## config.mk

```make
export PLATFORM = sky130hd
export DESIGN_NAME = id_ex_stage
export DESIGN_NICKNAME = d
export VERILOG_FILES = /design/src/rtl/id_ex_stage.sv
export SDC_FILE = /design/constraint.sdc
export NUM_CORES = 1
export LEC_CHECK = 0
export ABC_AREA = 1
export BUFFER_PORTS_ARGS = -buffer_cell sky130_fd_sc_hd__buf_2
export CAP_MARGIN = 40
export CORE_MARGIN = 3
export CORE_UTILIZATION = 30
export DETAILED_ROUTE_END_ITERATION = 6
export HOLD_SLACK_MARGIN = 0.08
export SYNTH_ARGS = -nofsm -noshare
export SYNTH_HDL_FRONTEND = slang
export SYNTH_SLANG_ARGS = --single-unit
export TNS_END_PERCENT = 50
```

## constraint.sdc

```tcl
create_clock -name clk -period 1.3 [get_ports clk]
set_input_delay 0.195 -clock clk [delete_from_list [all_inputs] [get_ports clk]]
set_output_delay 0.195 -clock clk [all_outputs]
set_load 0.03 [all_outputs]
```

## src/rtl/id_ex_stage.sv

```systemverilog
// ID/EX stage: decodes a MIPS instruction into an ALU control code, picks forwarded
// operands, and holds the result in a stallable/flushable pipeline register.
module id_ex_stage (
   input  logic        clk,
   input  logic        rst,
   input  logic        in_valid,
   input  logic [31:0] instr,
   input  logic [31:0] rs_data,
   input  logic [31:0] rt_data,
   input  logic        ex_wr_en,
   input  logic [4:0]  ex_wr_addr,
   input  logic [31:0] ex_wr_data,
   input  logic        mem_wr_en,
   input  logic [4:0]  mem_wr_addr,
   input  logic [31:0] mem_wr_data,
   input  logic        stall,
   input  logic        flush,
   output logic        in_ready,
   output logic        out_valid,
   output logic [31:0] a1,
   output logic [31:0] a2,
   output logic [3:0]  alu_ctrl,
   output logic [4:0]  dest_addr,
   output logic        dest_wr_en,
   output logic        illegal
);

   // Handshake: an instruction transfers on a rising edge where in_valid && in_ready;
   // while in_ready is low the upstream holds instr/rs_data/rt_data unchanged.
   assign in_ready = ~stall;

   logic [5:0]  opcode;
   logic [5:0]  funct;
   logic [4:0]  rs;
   logic [4:0]  rt;
   logic [4:0]  rd;
   logic [15:0] imm;
   logic [31:0] sext_imm;
   logic [31:0] zext_imm;

   assign opcode   = instr[31:26];
   assign rs       = instr[25:21];
   assign rt       = instr[20:16];
   assign rd       = instr[15:11];
   assign funct    = instr[5:0];
   assign imm      = instr[15:0];
   assign sext_imm = {{16{imm[15]}}, imm};
   assign zext_imm = {16'h0000, imm};

   logic [31:0] rs_val;
   logic [31:0] rt_val;

   // EX/MEM result is newer than MEM/WB, so it takes precedence.
   always_comb begin
      rs_val = rs_data;
      if (rs == 5'd0)                             rs_val = 32'd0;
      else if (ex_wr_en && ex_wr_addr == rs)      rs_val = ex_wr_data;
      else if (mem_wr_en && mem_wr_addr == rs)    rs_val = mem_wr_data;

      rt_val = rt_data;
      if (rt == 5'd0)                             rt_val = 32'd0;
      else if (ex_wr_en && ex_wr_addr == rt)      rt_val = ex_wr_data;
      else if (mem_wr_en && mem_wr_addr == rt)    rt_val = mem_wr_data;
   end

   logic [3:0]  dec_alu;
   logic [31:0] dec_a1;
   logic [31:0] dec_a2;
   logic [4:0]  dec_dest;
   logic        dec_wr;
   logic        dec_ill;

   always_comb begin
      dec_alu  = 4'b0000;
      dec_a1   = rs_val;
      dec_a2   = rt_val;
      dec_dest = rd;
      dec_wr   = 1'b0;
      dec_ill  = 1'b0;
      case (opcode)
         6'h00: begin
            dec_wr = 1'b1;
            case (funct)
               6'h20, 6'h21: dec_alu = 4'b0001;
               6'h22, 6'h23: dec_alu = 4'b0010;
               6'h24:        dec_alu = 4'b0011;
               6'h25:        dec_alu = 4'b0100;
               6'h27:        dec_alu = 4'b0101;
               6'h2A:        dec_alu = 4'b0110;
               6'h26:        dec_alu = 4'b0111;
               default: begin
                  dec_wr  = 1'b0;
                  dec_ill = 1'b1;
               end
            endcase
         end
         6'h08, 6'h09, 6'h23: begin
            dec_alu = 4'b0001; dec_a2 = sext_imm; dec_dest = rt; dec_wr = 1'b1;
         end
         6'h0A: begin
            dec_alu = 4'b0110; dec_a2 = sext_imm; dec_dest = rt; dec_wr = 1'b1;
         end
         6'h0C: begin
            dec_alu = 4'b0011; dec_a2 = zext_imm; dec_dest = rt; dec_wr = 1'b1;
         end
         6'h0D: begin
            dec_alu = 4'b0100; dec_a2 = zext_imm; dec_dest = rt; dec_wr = 1'b1;
         end
         6'h0E: begin
            dec_alu = 4'b0111; dec_a2 = zext_imm; dec_dest = rt; dec_wr = 1'b1;
         end
         6'h0F: begin
            dec_alu = 4'b0100; dec_a1 = 32'd0; dec_a2 = {imm, 16'h0000};
            dec_dest = rt; dec_wr = 1'b1;
         end
         6'h2B: begin
            dec_alu = 4'b0001; dec_a2 = sext_imm; dec_dest = rt;
         end
         6'h04, 6'h05: begin
            dec_alu = 4'b0010; dec_dest = rt;
         end
         default: dec_ill = 1'b1;
      endcase
   end

   logic        out_valid_q, out_valid_d;
   logic [31:0] a1_q, a1_d;
   logic [31:0] a2_q, a2_d;
   logic [3:0]  alu_ctrl_q, alu_ctrl_d;
   logic [4:0]  dest_addr_q, dest_addr_d;
   logic        dest_wr_en_q, dest_wr_en_d;
   logic        illegal_q, illegal_d;

   always_comb begin
      out_valid_d  = out_valid_q;
      a1_d         = a1_q;
      a2_d         = a2_q;
      alu_ctrl_d   = alu_ctrl_q;
      dest_addr_d  = dest_addr_q;
      dest_wr_en_d = dest_wr_en_q;
      illegal_d    = illegal_q;
      if (rst || flush) begin
         out_valid_d  = 1'b0;
         a1_d         = 32'd0;
         a2_d         = 32'd0;
         alu_ctrl_d   = 4'b0000;
         dest_addr_d  = 5'd0;
         dest_wr_en_d = 1'b0;
         illegal_d    = 1'b0;
      end else if (!stall) begin
         out_valid_d  = in_valid;
         a1_d         = dec_a1;
         a2_d         = dec_a2;
         alu_ctrl_d   = in_valid ? dec_alu : 4'b0000;
         dest_addr_d  = dec_dest;
         // Writes to r0 are architecturally discarded, so never advertise them.
         dest_wr_en_d = in_valid && dec_wr && (dec_dest != 5'd0);
         illegal_d    = in_valid && dec_ill;
      end
   end

   always_ff @(posedge clk) begin
      out_valid_q  <= out_valid_d;
      a1_q         <= a1_d;
      a2_q         <= a2_d;
      alu_ctrl_q   <= alu_ctrl_d;
      dest_addr_q  <= dest_addr_d;
      dest_wr_en_q <= dest_wr_en_d;
      illegal_q    <= illegal_d;
   end

   assign out_valid  = out_valid_q;
   assign a1         = a1_q;
   assign a2         = a2_q;
   assign alu_ctrl   = alu_ctrl_q;
   assign dest_addr  = dest_addr_q;
   assign dest_wr_en = dest_wr_en_q;
   assign illegal    = illegal_q;

endmodule

```

After elaboration in Yosys (flattened, before gate mapping)
Cells that the tools add are included.
Widths: inputs -> output; s select.
Cells by class
  add/subtract/negate cells: 0
  multipliers: 0
  divide/modulo/power cells: 0
  $lt $le $gt $ge: 0
  equality and inequality tests: 24
  shifts and indexed selects: 0
  multiplexer cells: 16
  bitwise logic cells: 1
  reductions and logical operators: 22
Operator list (count)
  $mux 32: 7
  $pmux 32 s3: 1
  $eq 6x6->1 const B: 11
  $eq 6x4->1 const B: 7
  $pmux 3 s7: 2
  $eq 5x5->1: 4
  $eq 6x3->1 const B: 2
  $reduce_or 11->1: 1
  $logic_not 5->1: 2
  $reduce_or 9->1: 1
  $reduce_or 2->1: 4
  $reduce_or 8->1: 1
  $logic_and 1x1->1: 7
  $logic_not 6->1: 1
  $mux 5: 1
  $reduce_bool 5->1: 1
  $reduce_or 5->1: 1
  $mux 4: 1
  $pmux 1 s2: 2
  $reduce_or 4->1: 1
  $reduce_or 3->1: 1
  $mux 1: 2
  $logic_or 1x1->1: 1
  $not 1->1: 1
Word-level totals
  register bits: 76
  bits in latches: 0
  RAM bits: 0
  ROM bits: 0
  input bits: 177
  output and inout bits: 77
  logic and storage cells: 70
  memories kept: 0

Longest topological paths before layout
  depth in word-level cells: 6
  gate-level depth with buffers: 12
  depth with buffers taken out: 12

Worst setup path after synthesis
Ideal clock, no wire load.
  path kind: input -> register
  start: input stall
  end: register dest_addr_q[3], in the netlist dest_addr[3]
  library setup time: 0.117 ns
  data arrival time: 1.440 ns
  required time: 1.183 ns
  setup slack: -0.257 ns
  cell stages on the path: 7
  buffers on the path: 3
  cells stage by stage: clkbuf_1 inv_1 clkbuf_1 buf_1 nand2_1 o211ai_1 inv_1
RTL lines
  start, declared: line 16  | input logic stall,
  end signal, assigned: line 167  | dest_addr_q <= dest_addr_d;
  end, declared: line 130  | logic [4:0] dest_addr_q, dest_addr_d;

Worst setup path in the final report
  start: input instr[16]
  end: register a2_q[19], in the netlist a2[19]
Between the ends
  word-level cells in the longest chain between the ends: 6
  elaborated cells on any way between the ends: 9
  those cells by class: 2 x eq/ne; 4 x mux; 3 x reduce/logical
RTL lines
  start, declared: line 7  | input logic [31:0] instr,
  $eq 5x5->1: line 63  | else if (mem_wr_en && mem_wr_addr == rt) rt_val = mem_wr_data;
  $logic_and 1x1->1: line 63
  $mux 32: line 63
  $mux 32: line 62  | else if (ex_wr_en && ex_wr_addr == rt) rt_val = ex_wr_data;
  $mux 32 *: line 61  | if (rt == 5'd0) rt_val = 32'd0;
  $pmux 32 s3 *: line 80  | case (opcode)
  end signal, assigned: line 165  | a2_q <= a2_d;
  end, declared: line 128  | logic [31:0] a2_q, a2_d;
Every way passes the cells marked *; elsewhere a longest branch is shown, timed or not.
A chain may end at the register's enable or synchronous reset.

==> reports/metrics.csv <==
stage,metric,value,unit
flow_run,MaxCap Viol Count,0,
global_route,global-route wire length before repair,36.69,mm
synthesis,largest area contributor in the netlist,dfxtp_1,
floorplan,Initial Util,0.3071,
synthesis,Yosys top cell area share,0.2827,
clock_network,H-tree levels,3,
placement,Post-DP HPWL,18.24,mm
layout,Layout Cells excl Fill,1363,
power,Sw Ratio,0.3314,
run_status,violations in the final reports,negative setup slack,
global_route,initial antenna violation count,2,
floorplan,die area,19340,um^2
min_path,Hold Crit Class,input pin to flip-flop,
setup_path,crit-path cells,"buf_2, inv_2, nor2_1, a221oi_2, nand4_1, clkbuf_16, or2_2, nand3_1, a21oi_1",
global_route,grt ovf,0,
clock_network,CTS Buf Count,9,
floorplan,Die H,139.1,um
placement,DP Cell Count,1337,
clock_network,clock slew at reported path FFs,60,ps
synthesis,Mapped Cells,840,
global_route,number of global-route vias before repair,6694,
floorplan,core area,17300,um^2
floorplan,Die Wd,139.1,um
power,register share of total power,0.329,
layout,share of layout cells above drive strength 1,0.4331,
synthesis,Mapped Area,5311,um^2
clock_network,Sink Count,75,
setup_path,CP Launch Type,input pin,
clock_network,clk_lat worst skew,350,ps
route,initial DRC count,468,
route,Post-Route WL,24.96,mm
synthesis,register area share after synthesis,0.2827,
floorplan,row count,48,
clock_network,TritonCTS clock tree,built,
setup_path,CP arrival,1560,ps
setup_path,Worst path top cell family by delay,simple AND/OR/NAND/NOR gates,
power,Psw,2.452,mW
timing,Max Slew Vio Count,0,
synthesis,Netlist cell types,39,
route,Routed WL per cell,18.32,um
timing,Final Skew,0,ps
placement,Placer Congestion,0.8561,
power,Lkg Pwr,4.093,nW
floorplan,io pins,254,
timing,f_max,754.9,MHz
synthesis,Syn Area/Cell,6.323,um^2
setup_path,"Buf+Inv Stages, Crit Path",3,
setup_path,Crit Path Max Fanout,30,
timing,Tmin final,1325,ps
synthesis,top post-synthesis cells by area,"dfxtp_1 (28%), nand2_1 (12%), nand3_1 (9.4%)",
timing,RSZ-0062 raised after global routing,true,
power,combinational power share,0.298,
run_status,outcome,finished with violations,
clock_network,CTS root buf,clkbuf_16,
layout,Layout Utilization,0.4778,
power,clock share of power,0.373,
timing,final setup vio count,5,
setup_path,CP endpoint kind,flip-flop,
power,PwrDens,895.1,nW/um^2
global_route,Overall Global Routing Usage,0.2365,
route,DRC,0,
timing,post-route setup slack,-24.71,ps
route,vias per cell,5.179,
clock_network,CTS Hold Bufs,0,
setup_path,Worst path slowest cell,or2_2,
route,Via Count,7059,
timing,Tcrit/Tclk final,1.019,
setup_path,"Req. time, crit path",1530,ps
synthesis,YS warnings,0,
setup_path,kind of critical path,input pin to flip-flop,
clock_network,Longest Clk Path Bufs,2,
timing,Setup TNS,-36.89,ps
global_route,pin count of the biggest net entering global routing,61,
power,VDD IR max,704.0,uV
timing,Final Hold Viols,0,
layout,Layout area overhead,55.59,%
route,Routed Antenna Nets,0,
power,cell-internal power,4.946,mW
synthesis,Synth Register Bits,75,
setup_path,max incr delay on CP,290,ps
placement,PortBufs,252,
layout,nets,1308,
route,drt first pass iters,6,
synthesis,syn_nets,1017,
==> cell type report <==
cell class              count  area (um^2)
diodes                      2        5.005
clock buffers              10        229.0
clock inverters             6        90.09
fillers                  1858         9032
inverters                  37        152.6
multi-input cells         661         3719
flip-flops and latches     75         1501
well taps                 225        281.5
repair buffers            347         2286
==> placed cells by master (no fill, tap or decap), types with 12 or more instances in the layout <==
cell type / Yosys / routed
buf_2: 6 / 248
nand2_1: 172 / 169
nand3_1: 100 / 81
dfxtp_1: 75 / 75
buf_4: 4 / 73
a21oi_1: 80 / 70
nor2_1: 87 / 69
nand4_1: 66 / 66
o21ai_0: 39 / 39
inv_1: 33 / 29
nand3_2: 11 / 29
or2_2: 32 / 21
a21oi_2: 10 / 19
buf_12: 0 / 17
a31oi_1: 16 / 16
clkbuf_16: 0 / 13
nor2_2: 2 / 12
==> flip-flops by register name, summed over array words and instances, names as in the netlist <==
signal	flops
a1	32
alu_ctrl	3
a2	32
dest_wr_en	1
illegal	1
out_valid	1
dest_addr	5
==> cells by family after synthesis <==
kind of cell / after synthesis / synth area share
and+or+nand+nor: 489 / 0.4443
AOI/OAI and AO/OA: 165 / 0.1804
buffers and inverters: 104 / 0.08198
DFF: 75 / 0.2827
xor gates and xnor gates: 6 / 0.009894
other: 1 / 0.0007060
==> through the flow <==
stage	setup slack, ps	cell area, um^2	hold slack, ps	total power [mW]
global route	-64.38	8259	160.1	7.730
floorplan	-87.14	5459	355.2	3.557
global placement	-377.0	7621	451.7	4.572
CTS	13.18	7945	147.9	7.333
detailed placement	-366.5	7621	452.5	4.568
finish	-24.71	8264	157.4	7.397
==> worst paths after layout <==
path                            cells past startpoint  slack (ps)     endpoint       from
worst max register to register                      2         590       a2[26]     a2[26]
worst min register to register                      2         460        a1[2]      a1[2]
worst max-delay path                                9         -20       a2[19]  instr[16]
worst min-delay path                                3         160  alu_ctrl[1]   in_valid
==> tightest hold or removal path, stage by stage <==
cell and delay [ps]:
buf_2 120, nand3_1 80, a21oi_1 50
==> routing by layer <==
metal | wire [um] | track usage | share of wire | vias up
met5 | 7 | 0 | 0.00028 | -
met4 | 328 | 0.04840 | 0.013 | 2
met3 | 2054 | 0.05310 | 0.082 | 30
met2 | 11890 | 0.3991 | 0.48 | 304
met1 | 10680 | 0.3113 | 0.43 | 3244
li1 | - | - | - | 3479
==> power groups by stage <==
stage               registers, mW  logic, mW  clock network, mW
global placement             2.48       2.09                  0
global route                 2.44       2.38               2.91
finish                       2.44       2.20               2.76
CTS                          2.44       2.09               2.81
floorplan                    2.66      0.892                  0
detailed placement           2.49       2.08                  0
==> synth_stat cells <==
cell,number
o2111ai_2,1
o22ai_1,7
o211ai_1,5
nand2_2,4
nor2_1,87
nor2_8,1
o31ai_1,1
nor2_4,1
nor4_1,2
nor3_1,5
inv_2,4
buf_6,3
a21oi_2,10
nand4_1,66
o21ai_0,39
o21bai_1,1
or2_2,32
a221oi_2,2
clkbuf_1,52
nand2_1,172
nor2_2,2
a21oi_4,1
dfxtp_1,75
xor2_1,5
nand3_1,100
buf_4,4
conb_1,1
o31ai_2,1
inv_1,33
xnor2_1,1
nand3_4,1
nor3_2,1
buf_1,2
nand3b_1,4
o21ai_1,1
a21oi_1,80
buf_2,6
nand3_2,11
a31oi_1,16
==> timing repair <==
item	4_1_cts	5_1_grt
hold endpoints to repair	0	0
endpoints found under the setup margin	2	59
cloned	0	5
resized for setup	1	52
buffers inserted	0	3
pin swaps	0	11
Power figures use the tool's default switching activity.
